File: src/rtl/cpu_pkg.sv
// Shared CPU definitions: ALU opcode encodings, branch-condition and EX-stage
// state enums, and the flag-setting opcode classifier.
package cpu_pkg;

  localparam logic [4:0] OP_ADD  = 5'b00010;
  localparam logic [4:0] OP_ADDI = 5'b00011;
  localparam logic [4:0] OP_SUB  = 5'b00100;
  localparam logic [4:0] OP_SUBI = 5'b00101;
  localparam logic [4:0] OP_MUL  = 5'b00110;
  localparam logic [4:0] OP_DIV  = 5'b01000;
  localparam logic [4:0] OP_AND  = 5'b01010;
  localparam logic [4:0] OP_ANDI = 5'b01011;
  localparam logic [4:0] OP_OR   = 5'b01100;
  localparam logic [4:0] OP_ORI  = 5'b01101;
  localparam logic [4:0] OP_NOT  = 5'b01110;
  localparam logic [4:0] OP_XOR  = 5'b10000;
  localparam logic [4:0] OP_XORI = 5'b10001;
  localparam logic [4:0] OP_CMP  = 5'b10010;

  typedef enum logic [1:0] {
    BR_EQ = 2'b00,
    BR_NE = 2'b01,
    BR_LT = 2'b10,
    BR_GT = 2'b11
  } br_cond_t;

  typedef enum logic {
    RUN    = 1'b0,
    SQUASH = 1'b1
  } ex_state_t;

  function automatic logic is_flag_setting(input logic [4:0] opcode);
    case (opcode)
      OP_ADD, OP_ADDI, OP_SUB, OP_SUBI, OP_MUL, OP_DIV, OP_AND, OP_ANDI,
      OP_OR, OP_ORI, OP_NOT, OP_XOR, OP_XORI, OP_CMP: return 1'b1;
      default: return 1'b0;
    endcase
  endfunction

endpackage

File: src/rtl/br_cond_eval.sv
// Combinational branch-condition evaluation against the Z/N flag pair
// (flags[1] = Z, flags[0] = N).
module br_cond_eval
  import cpu_pkg::*;
(
  input  logic [1:0] flags,
  input  logic [1:0] cond,
  output logic       taken
);

  logic z;
  logic n;

  assign z = flags[1];
  assign n = flags[0];

  always_comb begin
    taken = 1'b0;
    case (br_cond_t'(cond))
      BR_EQ: taken = z;
      BR_NE: taken = ~z;
      BR_LT: taken = n;
      BR_GT: taken = ~z & ~n;
      default: taken = 1'b0;
    endcase
  end

endmodule

File: src/rtl/ex_retire_stage.sv
// EX/MEM boundary: result register, Z/N flags, branch resolution and
// wrong-path squash. Optional perf counters under `EX_PERF_CNT_EN.
module ex_retire_stage
  import cpu_pkg::*;
#(
  parameter int unsigned REG_ADDR_W    = 4,
  parameter int unsigned SQUASH_CYCLES = 2
) (
  input  logic                  clk,
  input  logic                  rst,
  input  logic                  in_valid,
  input  logic [4:0]            in_opcode,
  input  logic [31:0]           in_result,
  input  logic [REG_ADDR_W-1:0] in_rd,
  input  logic                  in_wb_en,
  input  logic                  in_is_branch,
  input  logic [1:0]            in_br_cond,
  input  logic [31:0]           in_br_target,
  input  logic                  mem_stall,
  input  logic                  flush,
  output logic                  stall_up,
  output logic                  out_valid,
  output logic [31:0]           out_result,
  output logic [REG_ADDR_W-1:0] out_rd,
  output logic                  out_wb_en,
  output logic [1:0]            flags_q,
  output logic                  br_taken,
  output logic [31:0]           br_target
`ifdef EX_PERF_CNT_EN
  ,
  output logic [31:0]           perf_retired,
  output logic [31:0]           perf_br_taken
`endif
);

  localparam logic [2:0] SQ_LOAD = 3'(SQUASH_CYCLES);

  ex_state_t  state;
  ex_state_t  state_next;
  logic [2:0] sq_cnt;
  logic       cond_true;
  logic       accept;
  logic       take;
  logic       sq_dec;

  br_cond_eval u_br_cond_eval (
    .flags (flags_q),
    .cond  (in_br_cond),
    .taken (cond_true)
  );

  assign stall_up = mem_stall;

  always_ff @(posedge clk) begin
    if (rst) state <= RUN;
    else     state <= state_next;
  end

  always_comb begin
    state_next = state;
    if (flush)
      state_next = RUN;
    else if (state == RUN && take)
      state_next = SQUASH;
    else if (state == SQUASH && !mem_stall && sq_cnt == 3'd1)
      state_next = RUN;
  end

  always_comb begin
    accept = in_valid & ~mem_stall & (state == RUN) & ~flush;
    take   = accept & in_is_branch & cond_true;
    sq_dec = (state == SQUASH) & ~mem_stall & ~flush;
  end

  // Flags are sampled by the branch evaluator before this edge, so a CMP
  // immediately followed by a branch resolves without a bubble.
  always_ff @(posedge clk) begin
    if (rst) begin
      out_valid  <= 1'b0;
      out_result <= '0;
      out_rd     <= '0;
      out_wb_en  <= 1'b0;
      flags_q    <= 2'b00;
      br_taken   <= 1'b0;
      br_target  <= '0;
      sq_cnt     <= '0;
    end else begin
      br_taken <= 1'b0;
      if (flush) begin
        out_valid <= 1'b0;
        sq_cnt    <= '0;
      end else if (!mem_stall) begin
        out_valid <= accept;
        if (accept) begin
          out_result <= in_result;
          out_rd     <= in_rd;
          out_wb_en  <= in_wb_en & ~in_is_branch & (in_opcode != OP_CMP);
          if (!in_is_branch && is_flag_setting(in_opcode))
            flags_q <= {in_result == '0, in_result[31]};
          if (take) begin
            br_taken  <= 1'b1;
            br_target <= in_br_target;
            sq_cnt    <= SQ_LOAD;
          end
        end
        if (sq_dec)
          sq_cnt <= sq_cnt - 3'd1;
      end
    end
  end

`ifdef EX_PERF_CNT_EN
  always_ff @(posedge clk) begin
    if (rst) begin
      perf_retired  <= '0;
      perf_br_taken <= '0;
    end else begin
      if (accept && perf_retired != '1)
        perf_retired <= perf_retired + 32'd1;
      if (take && perf_br_taken != '1)
        perf_br_taken <= perf_br_taken + 32'd1;
    end
  end
`endif

endmodule

File: config.mk
export PLATFORM = sky130hd
export DESIGN_NAME = ex_retire_stage
export DESIGN_NICKNAME = d
export VERILOG_FILES = /design/src/rtl/cpu_pkg.sv /design/src/rtl/br_cond_eval.sv /design/src/rtl/ex_retire_stage.sv
export SDC_FILE = /design/constraint.sdc
export NUM_CORES = 1
export LEC_CHECK = 0
export ABC_AREA = 1
export BUFFER_PORTS_ARGS = -buffer_cell sky130_fd_sc_hd__clkbuf_2
export CAP_MARGIN = 30
export CORE_MARGIN = 2
export CORE_UTILIZATION = 30
export CTS_CLUSTER_SIZE = 16
export DETAILED_ROUTE_END_ITERATION = 16
export RECOVER_POWER = 25
export SLEW_MARGIN = 20
export SYNTH_ARGS = -nofsm -noshare
export SYNTH_HDL_FRONTEND = slang
export SYNTH_SLANG_ARGS = --single-unit
export TNS_END_PERCENT = 50
File: constraint.sdc
create_clock -name clk -period 1.3 [get_ports clk]
set_input_delay 0.26 -clock clk [delete_from_list [all_inputs] [get_ports clk]]
set_output_delay 0.26 -clock clk [all_outputs]
set_load 0.005 [all_outputs]
==> impl_metrics.tcl, run 1 <==
set metrics [dict create \
    port_buffers 155 \
    worstSetupStartpointType "register" \
    clk_latency_ns 0.35 \
    synthesis.area_per_instance_sq_um 7.46 \
    met1_usage_pct 20.0 \
    start_util_pct 30.7 \
    num-nets-final 650 \
    cts_hold_buf 0 \
    power_leakage_nw 2.15 \
    fin_util_pct 46.4 \
    met2_usage_pct 25.6 \
    place_area_sq_um 3930 \
    drt_iter0_drc 120 \
    critPathArrivalTime_ns 1.55 \
    fin_ws_ns -0.00926 \
    reg2regPathDepth 7 \
    clock-sinks 77 \
    core_area_sq_um 9730 \
    grt_busiest_layer "met2" \
    antennaDiodeCount 0 \
    max_freq_mhz 764 \
    hold_viol_final 0 \
    drc_errors 0 \
    syn-cell-area_sq_um 2990 \
    grt_pass1_vias 2858 \
    grt_overflow 0 \
    maxCapViolations 0 \
    path_clk_slew_ns 0.08 \
    worst_slew_pin_slew_ns 0.291 \
    synth_cells 401 \
    cts.path.max_buffers 2 \
    finClkSkew_ns 0.00950 \
    violations "setup timing" \
    ys_seq_elements 77 \
    io_pins 156 \
    required_ns 1.54 \
    stdcell_area_sq_um 4510 \
    maxSlewHeadroom_pct 80.5 \
    wl_mm 8.97 \
    final.period_utilization_pct 101 \
    maxSlewViolCount 0 \
    hpwlAfterDp_mm 5.95 \
    cts_buffers 9 \
    viasPerCell 4.45 \
    multiInputGateArea_sq_um 1320 \
    wl_per_cell_um 12.7 \
    cts.htree.levels 3 \
    dp_cells 678 \
    min_period_ns 1.31 \
    ys_seq_area_share_pct 51.5 \
    yosysWarningCount 0 \
    endpoint_kind "register" \
    finalPower_mw 5.17 \
    layout_commonest_cell "clkbuf_2" \
    power_density_nw_per_um2 1150 \
    post-place-ws_ns -0.129 \
    track_usage_pct 15.7 \
    antenna_found_initial 0 \
    n_fill_cell 990 \
    synthDistinctLibCells 21 \
    peakVddDrop_mv 0.526 \
    rows 36 \
    vias 3135 \
    grt_start_max_net_pins 61 \
    area_growth_pct 50.8 \
    hold_depth 2 \
    crit_type "register to register" \
    fin_cells 704 \
    drive_gt1_share_pct 39.6 \
    finalSetupViolations 1 \
    die_w_um 104 \
    first_pass_iters 4 \
    hold_class "input pin to register" \
    cts_tree "done" \
    status "finished with violations" \
    ant_nets 0 \
    fin_hold_ws_ns 0.133 \
    cp_max_fo 20 \
    grt_first_pass_wirelength_mm 13.7 \
    rsz0062_at_grt "yes" \
    final_cell_mix "155 x clkbuf_2, 134 x nor2_1, 75 x dfxtp_1, 34 x o21ai_1, 27 x o21ai_0" \
    gp_congestion 0.772 \
    syn_nets 485 \
    setup_tns_ns -0.00926 \
    regArea_sq_um 1540 \
    grt_use_met3_pct 4.89 \
    die_y_um 104 \
    clock-root-buffer "clkbuf_8" \
    dieArea_sq_um 10800 \
]
==> cell families (layout without fill, tap and decap cells) <==
kind of cell / count (synthesis) / in the layout / synth area share [%]
XOR/XNOR: 1 / 1 / 0.293
AO/OA/AOI/OAI: 86 / 86 / 14.6
flip-flops: 77 / 77 / 51.5
AND/OR/NAND/NOR: 186 / 186 / 24.7
adder cells (fa/ha/maj): 2 / 2 / 0.836
buffers and inverters: 49 / 219 / 8.07
==> synth_stat cells, drive strengths merged <==
library cell / n / area [sq um]
a21boi: 1 / 7.51
a21oi: 15 / 75.1
buf: 16 / 118
clkbuf: 7 / 26.3
dfxtp: 77 / 1540
ha: 2 / 25.0
inv: 26 / 97.6
nand2: 25 / 93.8
nand3: 12 / 75.1
nand3b: 1 / 7.51
nand4: 1 / 6.26
nor2: 147 / 557
o211ai: 1 / 7.51
o21ai: 69 / 345
xor2: 1 / 8.76
==> critical path, stage by stage, from the launching register on <==
cell and delay [ns]:
dfxtp_2 0.34, nor2_4 0.11, nand2_4 0.08, nor2_4 0.13, nand3_4 0.15, buf_12 0.19, o21ai_1 0.14, nor2_1 0.05
==> state kept, by name (all words and copies together) (netlist names) <==
| signal | count |
|---|---|
| br_taken | 1 |
| br_target | 32 |
| flags_q | 2 |
| out_rd | 4 |
| out_result | 32 |
| out_valid | 1 |
| out_wb_en | 1 |
| sq_cnt | 3 |
| state | 1 |
==> routing by layer <==
layer	part of all wire (%)	routed length (um)
met2	46	4140
met1	46	4090
met3	6.6	589
met5	0	0
met4	1.6	140
==> layout make-up <==
class | instances | share of cell area, %
Tap cell | 133 | 3.69
Clock buffer | 10 | 3.05
Multi-Input combinational cell | 275 | 29.2
Sequential cell | 77 | 34.2
Clock inverter | 6 | 2.08
Inverter | 26 | 2.36
Timing Repair Buffer | 177 | 25.4
==> final timing paths <==
path	from	endpoint	slack, ns
worst max-delay path	state	br_target[5]	-0.009
worst min-delay path	rst	out_wb_en	0.13
worst max register to register	state	br_target[5]	-0.009
worst min register to register	sq_cnt[0]	sq_cnt[0]	0.48
==> what timing repair did <==
action | 4_1_cts | 5_1_grt
buffers inserted | 2 | 0
pin swaps | 0 | 15
gates cloned | 3 | 5
endpoints found under the setup margin | 47 | 70
gates resized for setup | 21 | 32
==> power breakdown <==
| group | switching (mW) | internal, mW |
|---|---|---|
| clock network | 0.917 | 1.15 |
| registers | 0.0480 | 2.44 |
| logic | 0.305 | 0.313 |
No activity file was read; power rests on OpenSTA's default activity.
==> inputs of run 2 (changes only) <==
Settings changed: CAP_MARGIN 30 to 20, MAX_ROUTING_LAYER from default to met4.
==> impl_metrics.tcl, run 2 (synthesis results as in run 1) <==
set metrics [dict create \
    status "finished with violations" \
    violations "setup timing" \
    clock-sinks 77 \
    n_fill_cell 990 \
    layout_commonest_cell "clkbuf_2" \
    regArea_sq_um 1540 \
    antenna_found_initial 0 \
    p_comb_share_pct 12.0 \
    fin_ws_ns -0.00781 \
    power_density_nw_per_um2 1150 \
    track_usage_pct 16.1 \
    final.period_utilization_pct 101 \
    maxSlewHeadroom_pct 80.5 \
    setup_tns_ns -0.00781 \
    vias 3124 \
    area_growth_pct 50.8 \
    clock-root-buffer "clkbuf_8" \
    cts.htree.levels 3 \
    rsz0062_at_grt "yes" \
    hpwlAfterDp_mm 5.95 \
    num-nets-final 650 \
    cts_buffers 9 \
    final_cell_mix "155 x clkbuf_2, 134 x nor2_1, 75 x dfxtp_1, 34 x o21ai_1, 27 x o21ai_0" \
    peakVddDrop_mv 0.526 \
    grt_start_max_net_pins 61 \
    hold_class "input pin to register" \
    cts_tree "done" \
    grt_first_pass_wirelength_mm 13.7 \
    top_regs "br_target (32), out_result (32), out_rd (4)" \
    viasPerCell 4.44 \
    maxSlewViolCount 0 \
    gp_congestion 0.782 \
    grt_pass1_vias 2862 \
    finalPower_mw 5.17 \
    required_ns 1.54 \
    worstSetupStartpointType "register" \
    cts.path.max_buffers 2 \
    fin_util_pct 46.4 \
    crit_type "register to register" \
    multiInputGateArea_sq_um 1320 \
    reg2reg_slack_ns -0.008 \
    place_area_sq_um 3930 \
    drive_gt1_share_pct 39.6 \
    grt_overflow 0 \
    hold_viol_final 0 \
    die_y_um 104 \
    first_pass_iters 4 \
    drt_iter0_drc 146 \
    critPathArrivalTime_ns 1.55 \
    seq_power_share_pct 48.2 \
    sw_frac_of_total_pct 24.5 \
    die_w_um 104 \
    wl_mm 8.94 \
    endpoint_kind "register" \
    p_sw_mw 1.26 \
    rows 36 \
    max_freq_mhz 765 \
    clk_latency_ns 0.34 \
    maxCapViolations 0 \
    stdcell_area_sq_um 4510 \
    finClkSkew_ns 0.00756 \
    path_clk_slew_ns 0.08 \
    io_pins 156 \
    wl_per_cell_um 12.7 \
    dieArea_sq_um 10800 \
    fin_hold_ws_ns 0.136 \
    clkPwrFrac_pct 39.8 \
    antennaDiodeCount 0 \
    cp_max_fo 20 \
    finalSetupViolations 1 \
    ant_nets 0 \
    internal_power_mw 3.90 \
    min_period_ns 1.31 \
    worst_slew_pin_slew_ns 0.291 \
    port_buffers 155 \
    core_area_sq_um 9730 \
    drc_errors 0 \
    power_leakage_nw 2.15 \
    start_util_pct 30.7 \
]
## run 2: cell counts in the layout (fill, tap and decap cells not counted)
Identical to the previous run, type by type.
## run 2: cell type report
class	count	share of cell area (%)
inverter	26	2.36
multi-input combinational	275	29.2
timing repair buffer	177	25.4
clock buffer	10	3.05
clock inverter	6	2.08
tap	133	3.69
sequential	77	34.2
## run 2: power groups by stage
| stage | combinational [mW] | clock [mW] | sequential [mW] |
|---|---|---|---|
| after CTS | 0.579 | 2.15 | 2.49 |
| after global routing | 0.691 | 2.27 | 2.50 |
| final | 0.619 | 2.06 | 2.49 |
| after floorplan | 0.239 | 0 | 2.54 |
| after detailed placement | 0.530 | 0 | 2.54 |
| after global placement | 0.525 | 0 | 2.54 |
## run 2: final timing paths
kind                                endpoint  depth (start not counted)       from
worst max-delay path            br_target[5]                          7      state
worst min-delay path               out_wb_en                          2        rst
worst max register to register  br_target[5]                          7      state
worst min register to register     out_valid                          2  out_valid
## run 2: worst max-delay path, cell delays in order, from the launching register on
cell	delay, ns
dfxtp_2	0.34
nor2_4	0.11
nand2_4	0.08
nor2_4	0.13
nand3_4	0.15
buf_12	0.19
o21ai_1	0.14
nor2_1	0.05
## run 2: metal layers
| metal | GRT usage (%) | vias up | part of all wire (%) |
|---|---|---|---|
| met3 | 4.51 | 11 | 6.4 |
| met5 | - | - | 0 |
| met1 | 20.3 | 1395 | 46 |
| li1 | - | 1605 | - |
| met4 | 4.44 | 0 | 1.6 |
| met2 | 25.6 | 113 | 46 |
## run 2: metrics by stage
step	setup slack [ns]	std cells
detailed placement	-0.129	678
global placement	-0.0791	678
global route	-0.0922	704
finish	-0.00781	704
CTS	-0.0202	699
floorplan	0.102	401
## run 2: repair_timing
item	4_1_cts	5_1_grt
hold buffers	0	0
gates resized for setup	21	32
endpoints found under the setup margin	47	70
buffers inserted	2	0
cloned	3	5
pin swaps	0	15
==> inputs of run 3 (changes only) <==
Settings changed: ABC_AREA 1 to default, SKIP_CTS_REPAIR_TIMING from default to 1.
==> impl_metrics.tcl, run 3 <==
set metrics [dict create \
    endpoint_kind "register" \
    worst_slew_pin_slew_ns 0.405 \
    grt_busiest_layer "met2" \
    hold_depth 3 \
    violations "setup timing" \
    crit_family "simple AND/OR/NAND/NOR gates" \
    critPathMaxStageDelay_ns 0.51 \
    rsz0062_at_grt "yes" \
    min_period_ns 1.51 \
    crit_path_top_delay_cell "or4b_4" \
    layout_commonest_cell "clkbuf_2" \
    maxCapViolations 0 \
    worstSetupStartpointType "register" \
    ys.flop_type "dfxtp_1" \
    clock-sinks 77 \
    grt_start_max_net_pins 55 \
    ys_seq_area_share_pct 47.9 \
    worst-path-buf-inv 0 \
    syn_nets 445 \
    synthesis.area_per_instance_sq_um 8.91 \
    r2r_end "flags_q[1]" \
    core_area_sq_um 10400 \
    met2_usage_pct 23.9 \
    ys_seq_elements 77 \
    synth_edf_count 0 \
    synthDistinctLibCells 34 \
    reg2regPathDepth 4 \
    drt_iter0_drc 111 \
    synth_cells 361 \
    yosysWarningCount 0 \
    synth_commonest_cells "77 x dfxtp_1, 77 x nand2_1, 66 x nand2b_1" \
    drive_gt1_share_pct 38.6 \
    ant_nets 0 \
    finClkSkew_ns 0.0109 \
    final.period_utilization_pct 116 \
    clock-root-buffer "clkbuf_8" \
    hold_class "input pin to register" \
    grt_first_pass_wirelength_mm 13.6 \
    cts.htree.levels 3 \
    reg2reg_slack_ns -0.21 \
    dieArea_sq_um 11600 \
    top_regs "br_target (32), out_result (32), out_rd (4)" \
    track_usage_pct 15.2 \
    path_clk_slew_ns 0.09 \
    rows 37 \
    fin_hold_ws_ns 0.129 \
    grt_overflow 0 \
    max_freq_mhz 664 \
    die_w_um 108 \
    start_util_pct 31.0 \
    port_buffers 155 \
    peakVddDrop_mv 0.546 \
    hold_viol_final 0 \
    maxSlewHeadroom_pct 73.0 \
    finalSetupViolations 75 \
    hpwlAfterDp_mm 6.24 \
    die_y_um 108 \
    final_cell_mix "149 x clkbuf_2, 76 x nand2_1, 75 x dfxtp_1, 66 x nand2b_1, 39 x a21oi_1" \
    async_flop_share_pct 0 \
    clk_latency_ns 0.34 \
    first_pass_iters 4 \
    synth_area_leaders "dfxtp_1 48%, nand2b_1 13%, mux2i_1 11%, nand2_1 9.0%, a21oi_1 6.1%" \
    power_leakage_nw 2.01 \
    syn-cell-area_sq_um 3220 \
    vias 3132 \
    synth_top_area_share_pct 47.9 \
    wl_per_cell_um 13.0 \
    maxSlewViolCount 0 \
    wl_mm 8.83 \
    r2r_start "state" \
    antennaDiodeCount 0 \
    cts_tree "done" \
    drc_errors 0 \
    cts_buffers 9 \
    crit_type "register to register" \
    gp_congestion 0.757 \
    critPathArrivalTime_ns 1.74 \
    path_cells "or4b_4, nor2_2, nand3_1, mux2_1" \
    viasPerCell 4.61 \
    area_growth_pct 44.7 \
    required_ns 1.53 \
    met1_usage_pct 18.8 \
    grt_use_met3_pct 3.63 \
    hold_path_end "out_rd[2]" \
    cp_max_fo 4 \
    yosysTopAreaCell "dfxtp_1" \
    antenna_found_initial 0 \
    hold_path.startpoint "in_rd[2]" \
    status "finished with violations" \
    num-nets-final 623 \
    io_pins 156 \
    cts.path.max_buffers 2 \
    grt_pass1_vias 3010 \
    fin_util_pct 44.9 \
    power_density_nw_per_um2 1100 \
    fin_ws_ns -0.207 \
]
run 3: cell count changes in the layout (fill, tap and decap cells not counted), moves of 34 or more:
cell      change
nand2b_1     +66
nand2_1      +52
o21ai_1      -34
mux2i_1      +34
nor2_1      -129
run 3: cell type report:
class	count	area, sq um
Timing Repair Buffer	191	1120
Tap cell	136	170
Multi-Input combinational cell	258	1580
Fill cell	1028	5710
Sequential cell	77	1540
Inverter	2	7.51
Clock inverter	6	111
Clock buffer	10	128
run 3: layer usage:
metal | wire length [um] | vias up
met1 | 4040 | 1442
met4 | 111 | 0
met5 | 0 | -
met3 | 659 | 11
met2 | 4020 | 124
li1 | - | 1555
run 3: worst reg2reg max path: stages (launching register included):
cell and delay, ns:
dfxtp_2 0.35, or4b_4 0.51, nor2_2 0.11, nand3_1 0.10, mux2_1 0.32
run 3: kinds of logic (layout without fill, tap and decap cells):
group,after synthesis,count (layout),share of synthesized area (%)
DFF,77,77,47.9
xor gates and xnor gates,1,1,0.272
muxes,37,37,11.7
adders and majority gates,2,2,0.777
AOI/OAI and AO/OA,45,45,7.43
and+or+nand+nor,173,173,27.8
buffers and inverters,26,209,4.12
run 3: power by group:
part	total [mW]	leakage (nW)	internal (mW)	switching, mW
Clock	2.16	0.116	1.28	0.888
Sequential	2.44	0.624	2.41	0.0272
Combinational	0.522	1.27	0.278	0.243
run 3: stage by stage:
step                      power (mW)  setup slack (ns)  cell area (sq um)  setup TNS, ns  cells
after global placement          2.99            -0.300               4330         -17.56    660
after floorplan                 2.70            -0.136               3220          -5.63    361
after CTS                       5.19            -0.235               4570         -12.00    676
final                           5.12            -0.207               4660          -8.11    680
after detailed placement        3.00            -0.338               4330         -19.50    660
after global routing            5.37            -0.285               4660         -14.40    680
run 3: worst max path at each step:
stage | slack (ns) | startpoint | cells after the start | endpoint
finish | -0.21 | state | 4 | flags_q[1]
global route | -0.28 | state | 4 | flags_q[1]
CTS | -0.23 | state | 4 | flags_q[1]
detailed placement | -0.34 | mem_stall | 5 | flags_q[1]
global placement | -0.30 | mem_stall | 5 | flags_q[1]
floorplan | -0.14 | mem_stall | 4 | flags_q[1]
